`src/rtl/mc_pkg.sv`:
```
// Shared definitions for the multi-cycle MIPS-subset core: controller states,
// opcode encodings and ALU/PC select codes.
package mc_pkg;

    typedef enum logic [2:0] {
        StIdle,
        StFetch,
        StDecode,
        StExec,
        StMem,
        StWb,
        StHalt
    } ctrl_state_t;

    localparam logic [5:0] OP_R    = 6'h00;
    localparam logic [5:0] OP_LW   = 6'h23;
    localparam logic [5:0] OP_SW   = 6'h2B;
    localparam logic [5:0] OP_ADDI = 6'h08;
    localparam logic [5:0] OP_BEQ  = 6'h04;
    localparam logic [5:0] OP_J    = 6'h02;
    localparam logic [5:0] OP_HALT = 6'h3F;

    localparam logic [1:0] ALUOP_ADD   = 2'b00;
    localparam logic [1:0] ALUOP_SUB   = 2'b01;
    localparam logic [1:0] ALUOP_FUNCT = 2'b10;

    localparam logic [1:0] PC_SRC_INC    = 2'd0;
    localparam logic [1:0] PC_SRC_BRANCH = 2'd1;
    localparam logic [1:0] PC_SRC_JUMP   = 2'd2;

endpackage

```
`src/rtl/mc_decode.sv`:
```
// Combinational opcode classifier; exactly one output is high for any opcode.
module mc_decode
    import mc_pkg::*;
(
    input  logic [5:0] opcode,
    output logic       is_r,
    output logic       is_lw,
    output logic       is_sw,
    output logic       is_addi,
    output logic       is_beq,
    output logic       is_j,
    output logic       is_halt,
    output logic       is_illegal
);

    always_comb begin
        is_r    = (opcode == OP_R);
        is_lw   = (opcode == OP_LW);
        is_sw   = (opcode == OP_SW);
        is_addi = (opcode == OP_ADDI);
        is_beq  = (opcode == OP_BEQ);
        is_j    = (opcode == OP_J);
        is_halt = (opcode == OP_HALT);
        is_illegal = !(is_r || is_lw || is_sw || is_addi || is_beq || is_j || is_halt);
    end

endmodule

```
`src/rtl/mc_ctrl.sv`:
```
// Multi-cycle main controller: sequences fetch/decode/execute/memory/write-back,
// drives per-state strobes, counts retired instructions and tracks halt status.
module mc_ctrl
    import mc_pkg::*;
(
    input  logic        clk,
    input  logic        rst_n,
    input  logic        run,
    input  logic [5:0]  opcode,
    input  logic        zero,
    input  logic        mem_ack,
    output logic        mem_req,
    output logic        mem_we,
    output logic        i_or_d,
    output logic        ir_write,
    output logic        pc_write,
    output logic [1:0]  pc_src,
    output logic [1:0]  op,
    output logic        alu_src,
    output logic        reg_dst,
    output logic        reg_write,
    output logic        mem_to_reg,
    output logic        halted,
    output logic        illegal,
    output logic [31:0] instr_count
);

    ctrl_state_t state_q, state_d;
    logic [5:0]  opcode_q, opcode_d;
    logic [31:0] count_q, count_d;
    logic        halted_q, halted_d;
    logic        illegal_q, illegal_d;
    logic        retire;

    logic [5:0] opc_sel;
    logic is_r, is_lw, is_sw, is_addi, is_beq, is_j, is_halt, is_illegal;

    // DECODE classifies the live IR field; later states use the latched copy.
    assign opc_sel = (state_q == StDecode) ? opcode : opcode_q;

    mc_decode u_decode (
        .opcode     (opc_sel),
        .is_r       (is_r),
        .is_lw      (is_lw),
        .is_sw      (is_sw),
        .is_addi    (is_addi),
        .is_beq     (is_beq),
        .is_j       (is_j),
        .is_halt    (is_halt),
        .is_illegal (is_illegal)
    );

    always_comb begin
        state_d    = state_q;
        opcode_d   = opcode_q;
        count_d    = count_q;
        halted_d   = halted_q;
        illegal_d  = illegal_q;
        retire     = 1'b0;
        mem_req    = 1'b0;
        mem_we     = 1'b0;
        i_or_d     = 1'b0;
        ir_write   = 1'b0;
        pc_write   = 1'b0;
        pc_src     = PC_SRC_INC;
        op         = ALUOP_ADD;
        alu_src    = 1'b0;
        reg_dst    = 1'b0;
        reg_write  = 1'b0;
        mem_to_reg = 1'b0;

        unique case (state_q)
            StIdle: begin
                if (run) state_d = StFetch;
            end
            StFetch: begin
                mem_req = 1'b1;
                if (mem_ack) begin
                    ir_write = 1'b1;
                    pc_write = 1'b1;
                    pc_src   = PC_SRC_INC;
                    state_d  = StDecode;
                end
            end
            StDecode: begin
                opcode_d = opcode;
                if (is_j) begin
                    pc_write = 1'b1;
                    pc_src   = PC_SRC_JUMP;
                    retire   = 1'b1;
                end else if (is_halt) begin
                    halted_d = 1'b1;
                    state_d  = StHalt;
                end else if (is_illegal) begin
                    illegal_d = 1'b1;
                    halted_d  = 1'b1;
                    state_d   = StHalt;
                end else begin
                    state_d = StExec;
                end
            end
            StExec: begin
                if (is_r) begin
                    op      = ALUOP_FUNCT;
                    state_d = StWb;
                end else if (is_beq) begin
                    op       = ALUOP_SUB;
                    pc_src   = PC_SRC_BRANCH;
                    pc_write = zero;
                    retire   = 1'b1;
                end else begin
                    op      = ALUOP_ADD;
                    alu_src = 1'b1;
                    state_d = is_addi ? StWb : StMem;
                end
            end
            StMem: begin
                mem_req = 1'b1;
                i_or_d  = 1'b1;
                mem_we  = is_sw;
                if (mem_ack) begin
                    if (is_sw) retire = 1'b1;
                    else       state_d = StWb;
                end
            end
            StWb: begin
                reg_write  = 1'b1;
                reg_dst    = is_r;
                mem_to_reg = is_lw;
                retire     = 1'b1;
            end
            StHalt: begin
            end
            default: state_d = StIdle;
        endcase

        if (retire) begin
            count_d = count_q + 32'd1;
            state_d = run ? StFetch : StIdle;
        end
    end

    always_ff @(posedge clk or negedge rst_n) begin
        if (!rst_n) begin
            state_q   <= StIdle;
            opcode_q  <= 6'd0;
            count_q   <= 32'd0;
            halted_q  <= 1'b0;
            illegal_q <= 1'b0;
        end else begin
            state_q   <= state_d;
            opcode_q  <= opcode_d;
            count_q   <= count_d;
            halted_q  <= halted_d;
            illegal_q <= illegal_d;
        end
    end

    assign halted      = halted_q;
    assign illegal     = illegal_q;
    assign instr_count = count_q;

endmodule

```
`config.mk`:
```
export PLATFORM = sky130hd
export DESIGN_NAME = mc_ctrl
export DESIGN_NICKNAME = d
export VERILOG_FILES = /design/src/rtl/mc_pkg.sv /design/src/rtl/mc_decode.sv /design/src/rtl/mc_ctrl.sv
export SDC_FILE = /design/constraint.sdc
export NUM_CORES = 1
export LEC_CHECK = 0
export CAP_MARGIN = 20
export CORE_ASPECT_RATIO = 1.75
export CORE_MARGIN = 3
export CORE_UTILIZATION = 55
export CTS_BUF_LIST = sky130_fd_sc_hd__clkbuf_4 sky130_fd_sc_hd__clkbuf_8
export CTS_CLUSTER_SIZE = 10
export DETAILED_ROUTE_END_ITERATION = 10
export PLACE_DENSITY = 0.88
export SLEW_MARGIN = 20
export SYNTH_ARGS = -nofsm -noshare
export SYNTH_HDL_FRONTEND = slang
export SYNTH_SLANG_ARGS = --single-unit
export TNS_END_PERCENT = 1
```
`constraint.sdc`:
```
create_clock -name clk -period 5.7 [get_ports clk]
set_input_delay 1.425 -clock clk [delete_from_list [all_inputs] [get_ports clk]]
set_output_delay 1.425 -clock clk [all_outputs]
set_load 0.02 [all_outputs]
```
==> flow_summary.toml, run 1 <==
[setup_path]
cp_top_family = "buffers and inverters"
arrival_ns = 3.63
crit_chain = "clkdlybuf4s50_1 > or4b_1 > nor3_4 > a211o_1 > clkdlybuf4s50_1"
worst_setup_path_start_kind = "input pin"
cpMostUsedCell = "clkdlybuf4s50_1"
regToRegStartpoint = "state_q[1]$_DFFE_PN0P_"
worstSetupStartpoint = "opcode[1]"
r2r-end = "instr_count[24]$_DFFE_PN0P_"
max_stage_delay_ns = 0.61
reg2reg_slack_ns = 3.03
end_kind = "output port"
crit_type = "in2out"
path_buf_inv = 2
required_ns = 4.28
path_max_fanout = 9
worst_r2r_path_depth = 5
crit_path_top_delay_cell = "clkdlybuf4s50_1"

[sta]
max_freq_mhz = 198
fin_crit_sh_pct = 88.7
tightest_slew_ns = 1.08
hold_viol = 0
setup_viol = 0
tns_ns = 0
skew_ns = 0.00946
fin_crit_ns = 5.05
rsz0062_at_grt = "false"
slew-limit-headroom_pct = 27.3
drv_slew = 0

[cts]
clk_latency_ns = 0.30
cts_tree = "yes"
clockRootBuffer = "clkbuf_8"
cts_buffer_depth = 2
post-cts-setup-buffers = 0
cts-hold-fix-buffers = 0
htree_levels = 2
cts.sinks = 43
clk_pin_slew_ns = 0.07
post_cts_resized = 0
numCtsBuffers = 5

[floorplanning]
row_count = 30
start_util_pct = 58.3
die_w_um = 54.9
pin_count = 58
core_um2 = 3940
dieArea_um2 = 5020
die_h_um = 91.5

[drt]
drcViolationCount = 0
routedWlPerCell_um = 16.0
ant_nets = 0
drt-total-wl_um = 5450
drt_iter0_drc = 29
via_count = 1969
dr.pass1.iters = 4
vias_per_cell = 5.79

[layout]
layoutNonFillerInstCount = 340
layout.nets = 303
syn_to_final_growth_pct = 30.0
diodes = 0
drive_gt1_share_pct = 7.53
fill_cells = 302

[global_routing]
track_usage_pct = 24.0
grt_pass1_vias = 1953
grt-ovfl-total = 0
antenna_found_initial = 0
grt_max_degree = 44
grt_first_pass_wirelength_um = 8910

[synthesis]
synth_area_leaders = "dfrtp_1 (47%), xnor2_1 (7.6%), nand2_1 (4.6%), xor2_1 (4.6%), nor3_1 (2.8%)"
yosys-top-cells-count = "dfrtp_1 (43), nand2_1 (28), xnor2_1 (20)"
synth_seq_area_share_pct = 46.8
synth_top_area_share_pct = 46.8
syn_inst = 232
synth_cell_type_count = 47
synth_fp_nets = 244
syn_area_um2 = 2300
post-synth-top-count-cell = "dfrtp_1"
synth_edf_count = 0
syn_avg_cell_area_um2 = 9.91
ys.flop_type = "dfrtp_1"
ys_seq_elements = 43
synthArstFlopShare_pct = 100
synth_top_area_cell = "dfrtp_1"
yosys_warnings = 0

[power]
power_density_nw_per_um2 = 330
ir_worst_vdd_mv = 0.313
p_leak_uw = 0.00127
finalPower_uw = 988

[hold_path]
min_path_type = "reg2reg"
hold_start = "illegal$_DFFE_PN0P_"
hold_end = "illegal$_DFFE_PN0P_"
holdPathStages = 1

[place]
place_congestion = 0.775
io_buffers = 57
placedCellCount = 332
place_hpwl_um = 4080

[flow_run]
max-cap-violations = 0

[run_status]
status = "completed"
cell type report:
type,instances,area (um^2),share of cell area [%]
multi-input combinational,176,1170,39.1
sequential,43,1080,36.0
timing repair buffer,57,566,18.9
clock buffer,6,76.3,2.55
tap,48,60.1,2.01
inverter,8,30.0,1.00
clock inverter,2,12.5,0.418
worst max path at each step:
stage	depth (start not counted)	to	slack, ns
floorplan	3	pc_write	1.65
global placement	5	pc_write	0.70
detailed placement	5	pc_write	0.66
CTS	5	pc_write	0.66
global route	5	pc_write	0.58
finish	5	pc_write	0.65
sequential cells by signal, indices dropped and copies added, names as in the netlist:
name	flops
opcode_q	6
state_q	3
halted	1
instr_count	32
illegal	1
power breakdown:
| part | internal (uW) | switching, uW | total (uW) |
|---|---|---|---|
| Sequential | 354 | 85.0 | 439 |
| Clock | 90.4 | 104 | 194 |
| Combinational | 172 | 184 | 355 |
layer usage:
layer / GRT usage, % / share of wire (%) / vias to the layer above / routed length, um
li1: - / - / 950 / -
met1: 26.6 / 37 / 942 / 2000
met2: 41.1 / 55 / 64 / 2980
met3: 4.43 / 6.2 / 13 / 335
met4: 12.1 / 2.3 / 0 / 127
met5: 0 / 0 / - / 0
cells by family after synthesis:
logic type / synth area share [%]
buffers and inverters: 2.34
and+or+nand+nor: 28.7
muxes: 1.47
xor gates and xnor gates: 12.2
DFF: 46.8
adders and majority gates: 1.41
AOI/OAI and AO/OA: 7.07
worst register-to-register path, delay by kind of cell (launching register included):
kind	cells	cell delay, ns
simple gates	3	1.50
flops	1	0.61
compound gates	1	0.28
xor+xnor	1	0.20
cells in the final DEF (no fill, tap or decap), drive strengths merged, types with 3 or more instances in the layout:
master / instances
xor2: 12
nor4: 9
nand4b: 3
nor2: 16
mux2: 3
nand2: 28
and2: 4
nand3: 12
nand4: 10
clkbuf: 6
inv: 8
a21oi: 5
xnor2: 20
nor3: 14
nand2b: 3
dfrtp: 43
or2: 4
and3: 4
clkdlybuf4s50: 56
o41ai: 4
through the flow:
stage	utilization, %	hold WS (ns)	setup slack (ns)	cell area, um^2
floorplan	-	0.505	1.65	2300
global placement	73.6	0.445	0.700	2900
detailed placement	73.6	0.447	0.658	2900
CTS	75.9	0.468	0.662	2990
global route	75.9	0.485	0.585	2990
finish	75.9	0.466	0.645	2990
Note: power is estimated with default switching activity, not from simulation.
==> inputs of run 2 (changes only) <==
- CORE_UTILIZATION: 55 -> 50
- PLACE_DENSITY: 0.88 -> 0.81
==> flow_summary.toml, run 2 (synthesis results as in run 1) <==
[setup_path]
arrival_ns = 3.65
worst_setup_path_start_kind = "input pin"
end_kind = "output port"
required_ns = 4.28
path_max_fanout = 9
worstSetupStartpoint = "opcode[1]"
regToRegStartpoint = "state_q[1]$_DFFE_PN0P_"
crit_type = "in2out"

[hold_path]
hold_start = "illegal$_DFFE_PN0P_"
min_path_type = "reg2reg"

[drt]
vias_per_cell = 5.92
routedWlPerCell_um = 16.5
dr.pass1.iters = 4
drt_iter0_drc = 70
via_count = 2032
drt-total-wl_um = 5670
ant_nets = 0
drcViolationCount = 0

[layout]
syn_to_final_growth_pct = 30.2
layout.nets = 303
diodes = 0
final_cell_mix = "clkdlybuf4s50_1 (56), dfrtp_1 (43), nand2_1 (28)"
final-seq-area_um2 = 1080
layout_commonest_cell = "clkdlybuf4s50_1"
multi_input_area_um2 = 1170
largest_register_ffs = 32
fill_cells = 382
drive_gt1_share_pct = 7.53

[power]
p_sw_share_pct = 38.6
seq_power_share_pct = 44.1
power.share.clock_pct = 20.0
power_density_nw_per_um2 = 332
combPwrFrac_pct = 35.9
p_int_uw = 611
ir_worst_vdd_mv = 0.264
p_leak_uw = 0.00127
p_sw_uw = 384

[sta]
max_freq_mhz = 197
slew-limit-headroom_pct = 34.2
fin_crit_ns = 5.08
tightest_slew_ns = 0.976
rsz0062_at_grt = "false"
skew_ns = 0.0191
tns_ns = 0
hold_viol = 0
setup_slack_ns = 0.624
setup_viol = 0
drv_slew = 0
fin_crit_sh_pct = 89.0

[cts]
htree_levels = 2
clk_latency_ns = 0.31
cts.sinks = 43
post-cts-setup-buffers = 0
cts_buffer_depth = 2
numCtsBuffers = 5
post_cts_resized = 0
cts_tree = "yes"
cts-hold-fix-buffers = 0
clk_pin_slew_ns = 0.10
clockRootBuffer = "clkbuf_8"

[global_routing]
grt_pass1_vias = 2017
grt_first_pass_wirelength_um = 9400
antenna_found_initial = 0
grt-ovfl-total = 0
track_usage_pct = 22.0
grt_max_degree = 44

[floorplanning]
dieArea_um2 = 5480
core_um2 = 4400
pin_count = 58
die_h_um = 95.7
row_count = 32
die_w_um = 57.3
start_util_pct = 52.2

[place]
place_hpwl_um = 4170
io_buffers = 57
place_congestion = 0.835
pre_cts_slack_ns = 0.626

[run_status]
status = "completed"

[flow_run]
max-cap-violations = 0
==> run 2: cell types whose count changed in the layout (fill, tap and decap cells not counted), sizes merged <==
cell | previous run | this run
clkbuf | 6 | 5
clkinvlp | 1 | 2
==> run 2: routing by layer <==
metal  GRT usage (%)  wire length, um
met1            25.1             2130
met3            3.49              237
met2            39.5             3150
met5               0                0
met4            10.3              154
==> run 2: power groups by stage <==
stage                     Clock [uW]  Combinational, uW  Sequential, uW
after global placement             0                351             440
after CTS                        199                361             436
after floorplan                    0                242             424
after global routing             213                395             451
final                            199                357             439
after detailed placement           0                359             442
==> run 2: metrics by stage <==
stage          total power, uW  hold slack (ns)  std cells  utilization [%]  cell area, um^2
2_1_floorplan              667            0.505        232                -             2300
3_3_place_gp               791            0.441        335             66.0             2910
3_5_place_dp               801            0.443        335             66.0             2910
4_1_cts                    996            0.464        343             68.0             2990
5_1_grt                   1060            0.488        343             68.0             2990
6_report                   995            0.465        343             68.0             2990
==> run 2: worst paths after layout <==
| check | endpoint | slack [ns] | cells after the start |
|---|---|---|---|
| worst max-delay path | pc_write | 0.62 | 5 |
| worst min-delay path | illegal$_DFFE_PN0P_ | 0.46 | 1 |
| worst max register to register | instr_count[24]$_DFFE_PN0P_ | 3.14 | 5 |
| worst min register to register | illegal$_DFFE_PN0P_ | 0.46 | 1 |
| max in group asynchronous | instr_count[1]$_DFFE_PN0P_ | 3.85 | 1 |
| min in group asynchronous | halted$_DFFE_PN0P_ | 1.24 | 1 |
==> run 2: critical path: stages <==
cell	delay, ns
clkdlybuf4s50_1	0.58
or4b_1	0.52
nor3_4	0.37
a211o_1	0.15
clkdlybuf4s50_1	0.61
==> run 2: area by class of cell <==
type | count | share of cell area [%]
Clock buffer | 5 | 2.30
Clock inverter | 3 | 0.669
Inverter | 8 | 1.00
Multi-Input combinational cell | 176 | 39.1
Sequential cell | 43 | 35.9
Tap cell | 51 | 2.13
Timing Repair Buffer | 57 | 18.9
==> inputs of run 3 (changes only) <==
- CORE_ASPECT_RATIO: 1.75 -> not set
==> flow_summary.toml, run 3 (synthesis results as in run 1) <==
[layout]
diodes = 0
layout.nets = 304
drive_gt1_share_pct = 7.85
layout_commonest_cell = "clkdlybuf4s50_1"
largest_register_ffs = 32
syn_to_final_growth_pct = 33.5
final_cell_mix = "clkdlybuf4s50_1 (56), dfrtp_1 (43), nand2_1 (28)"

[global_routing]
grt_first_pass_wirelength_um = 8920
antenna_found_initial = 0
track_usage_pct = 20.7
grt_max_degree = 44
grt-ovfl-total = 0
grt_pass1_vias = 1929

[power]
power_density_nw_per_um2 = 349
seq_power_share_pct = 40.6
power.share.clock_pct = 26.2
p_sw_uw = 364
p_int_uw = 707
p_sw_share_pct = 34.0
finalPower_uw = 1070
p_leak_uw = 0.00131
ir_worst_vdd_mv = 0.194
combPwrFrac_pct = 33.2

[sta]
skew_ns = 0.00763
tns_ns = 0
fin_crit_ns = 5.04
drv_slew = 0
tightest_slew_ns = 1.06
setup_viol = 0
fin_crit_sh_pct = 88.4
max_freq_mhz = 199
slew-limit-headroom_pct = 28.6
rsz0062_at_grt = "false"
hold_viol = 0

[setup_path]
crit_path_top_delay_cell = "clkdlybuf4s50_1"
worst_setup_path_start_kind = "input pin"
crit_type = "in2out"
cp_top_family = "buffers and inverters"
arrival_ns = 3.61
end_kind = "output port"
path_max_fanout = 9
path_buf_inv = 2
cpMostUsedCell = "clkdlybuf4s50_1"
crit_chain = "clkdlybuf4s50_1 > or4b_1 > nor3_4 > a211o_1 > clkdlybuf4s50_1"
required_ns = 4.28
max_stage_delay_ns = 0.59

[cts]
clk_pin_slew_ns = 0.08
post-cts-setup-buffers = 0
post_cts_resized = 0
cts-hold-fix-buffers = 0
cts_tree = "yes"
numCtsBuffers = 5
cts_buffer_depth = 2
cts.sinks = 43
clockRootBuffer = "clkbuf_8"
htree_levels = 2
clk_latency_ns = 0.29

[drt]
detailroute.wirelength.met3_um = 258
ant_nets = 0
drt_iter0_drc = 117
via_count = 1928
wl_met1_um = 2470
vias_per_cell = 5.59
highest_layer = "met4"
drt-total-wl_um = 5110
routedWlPerCell_um = 14.8
drcViolationCount = 0
dr.pass1.iters = 5
wl_met2_um = 2340

[run_status]
status = "completed"

[floorplanning]
row_count = 24
core_um2 = 4380
start_util_pct = 52.5
die_w_um = 73.8
die_h_um = 73.8
dieArea_um2 = 5450
pin_count = 58

[place]
io_buffers = 57
place_congestion = 0.839
place_hpwl_um = 3650

[flow_run]
max-cap-violations = 0

[hold_path]
min_path_type = "reg2reg"
[run 3: cell count changes in the layout (fill, tap and decap cells not counted), sizes merged]
cell,change
clkinv,-1
buf,+1
clkinvlp,-2
bufinv,+2
clkbuf,+1
[run 3: area by class of cell]
| type | instances | area, um^2 |
|---|---|---|
| multi-input combinational | 176 | 1170 |
| inverter | 8 | 30.0 |
| sequential | 43 | 1080 |
| clock buffer | 6 | 76.3 |
| fill | 342 | 1310 |
| timing repair buffer | 58 | 593 |
| clock inverter | 2 | 60.1 |
| tap | 52 | 65.1 |
[run 3: path summary, 6_finish.rpt]
check                           slack, ns                     endpoint  cells past startpoint              startpoint
worst max-delay path                 0.66                     pc_write                      5               opcode[1]
worst min-delay path                 0.47          illegal$_DFFE_PN0P_                      1     illegal$_DFFE_PN0P_
worst max register to register       3.05  instr_count[30]$_DFFE_PN0P_                      5  state_q[1]$_DFFE_PN0P_
worst min register to register       0.47          illegal$_DFFE_PN0P_                      1     illegal$_DFFE_PN0P_
max in group asynchronous            4.13  instr_count[16]$_DFFE_PN0P_                      2                   rst_n
min in group asynchronous            1.08       state_q[2]$_DFFE_PN0P_                      1                   rst_n
[run 3: stage by stage]
stage	hold WS, ns	instances	util (%)	worst slack [ns]	instance area, um^2
5_1_grt	0.483	345	70.0	0.587	3070
3_5_place_dp	0.459	336	66.3	0.678	2910
2_1_floorplan	0.505	232	-	1.65	2300
6_report	0.466	345	70.0	0.664	3070
3_3_place_gp	0.439	336	66.3	0.703	2910
4_1_cts	0.477	344	69.4	0.671	3040
[run 3: power groups by stage]
stage	Clock (uW)	Combinational [uW]	Sequential [uW]
5_1_grt	299	397	450
4_1_cts	287	356	436
6_report	280	356	435
3_5_place_dp	0	354	441
3_3_place_gp	0	350	440
2_1_floorplan	0	242	424
[run 3: metal layers]
| metal | GRT usage, % | up-vias |
|---|---|---|
| met5 | 0 | - |
| met4 | 4.23 | 0 |
| met3 | 5.34 | 8 |
| met2 | 33.5 | 49 |
| met1 | 28.2 | 925 |
| li1 | - | 946 |
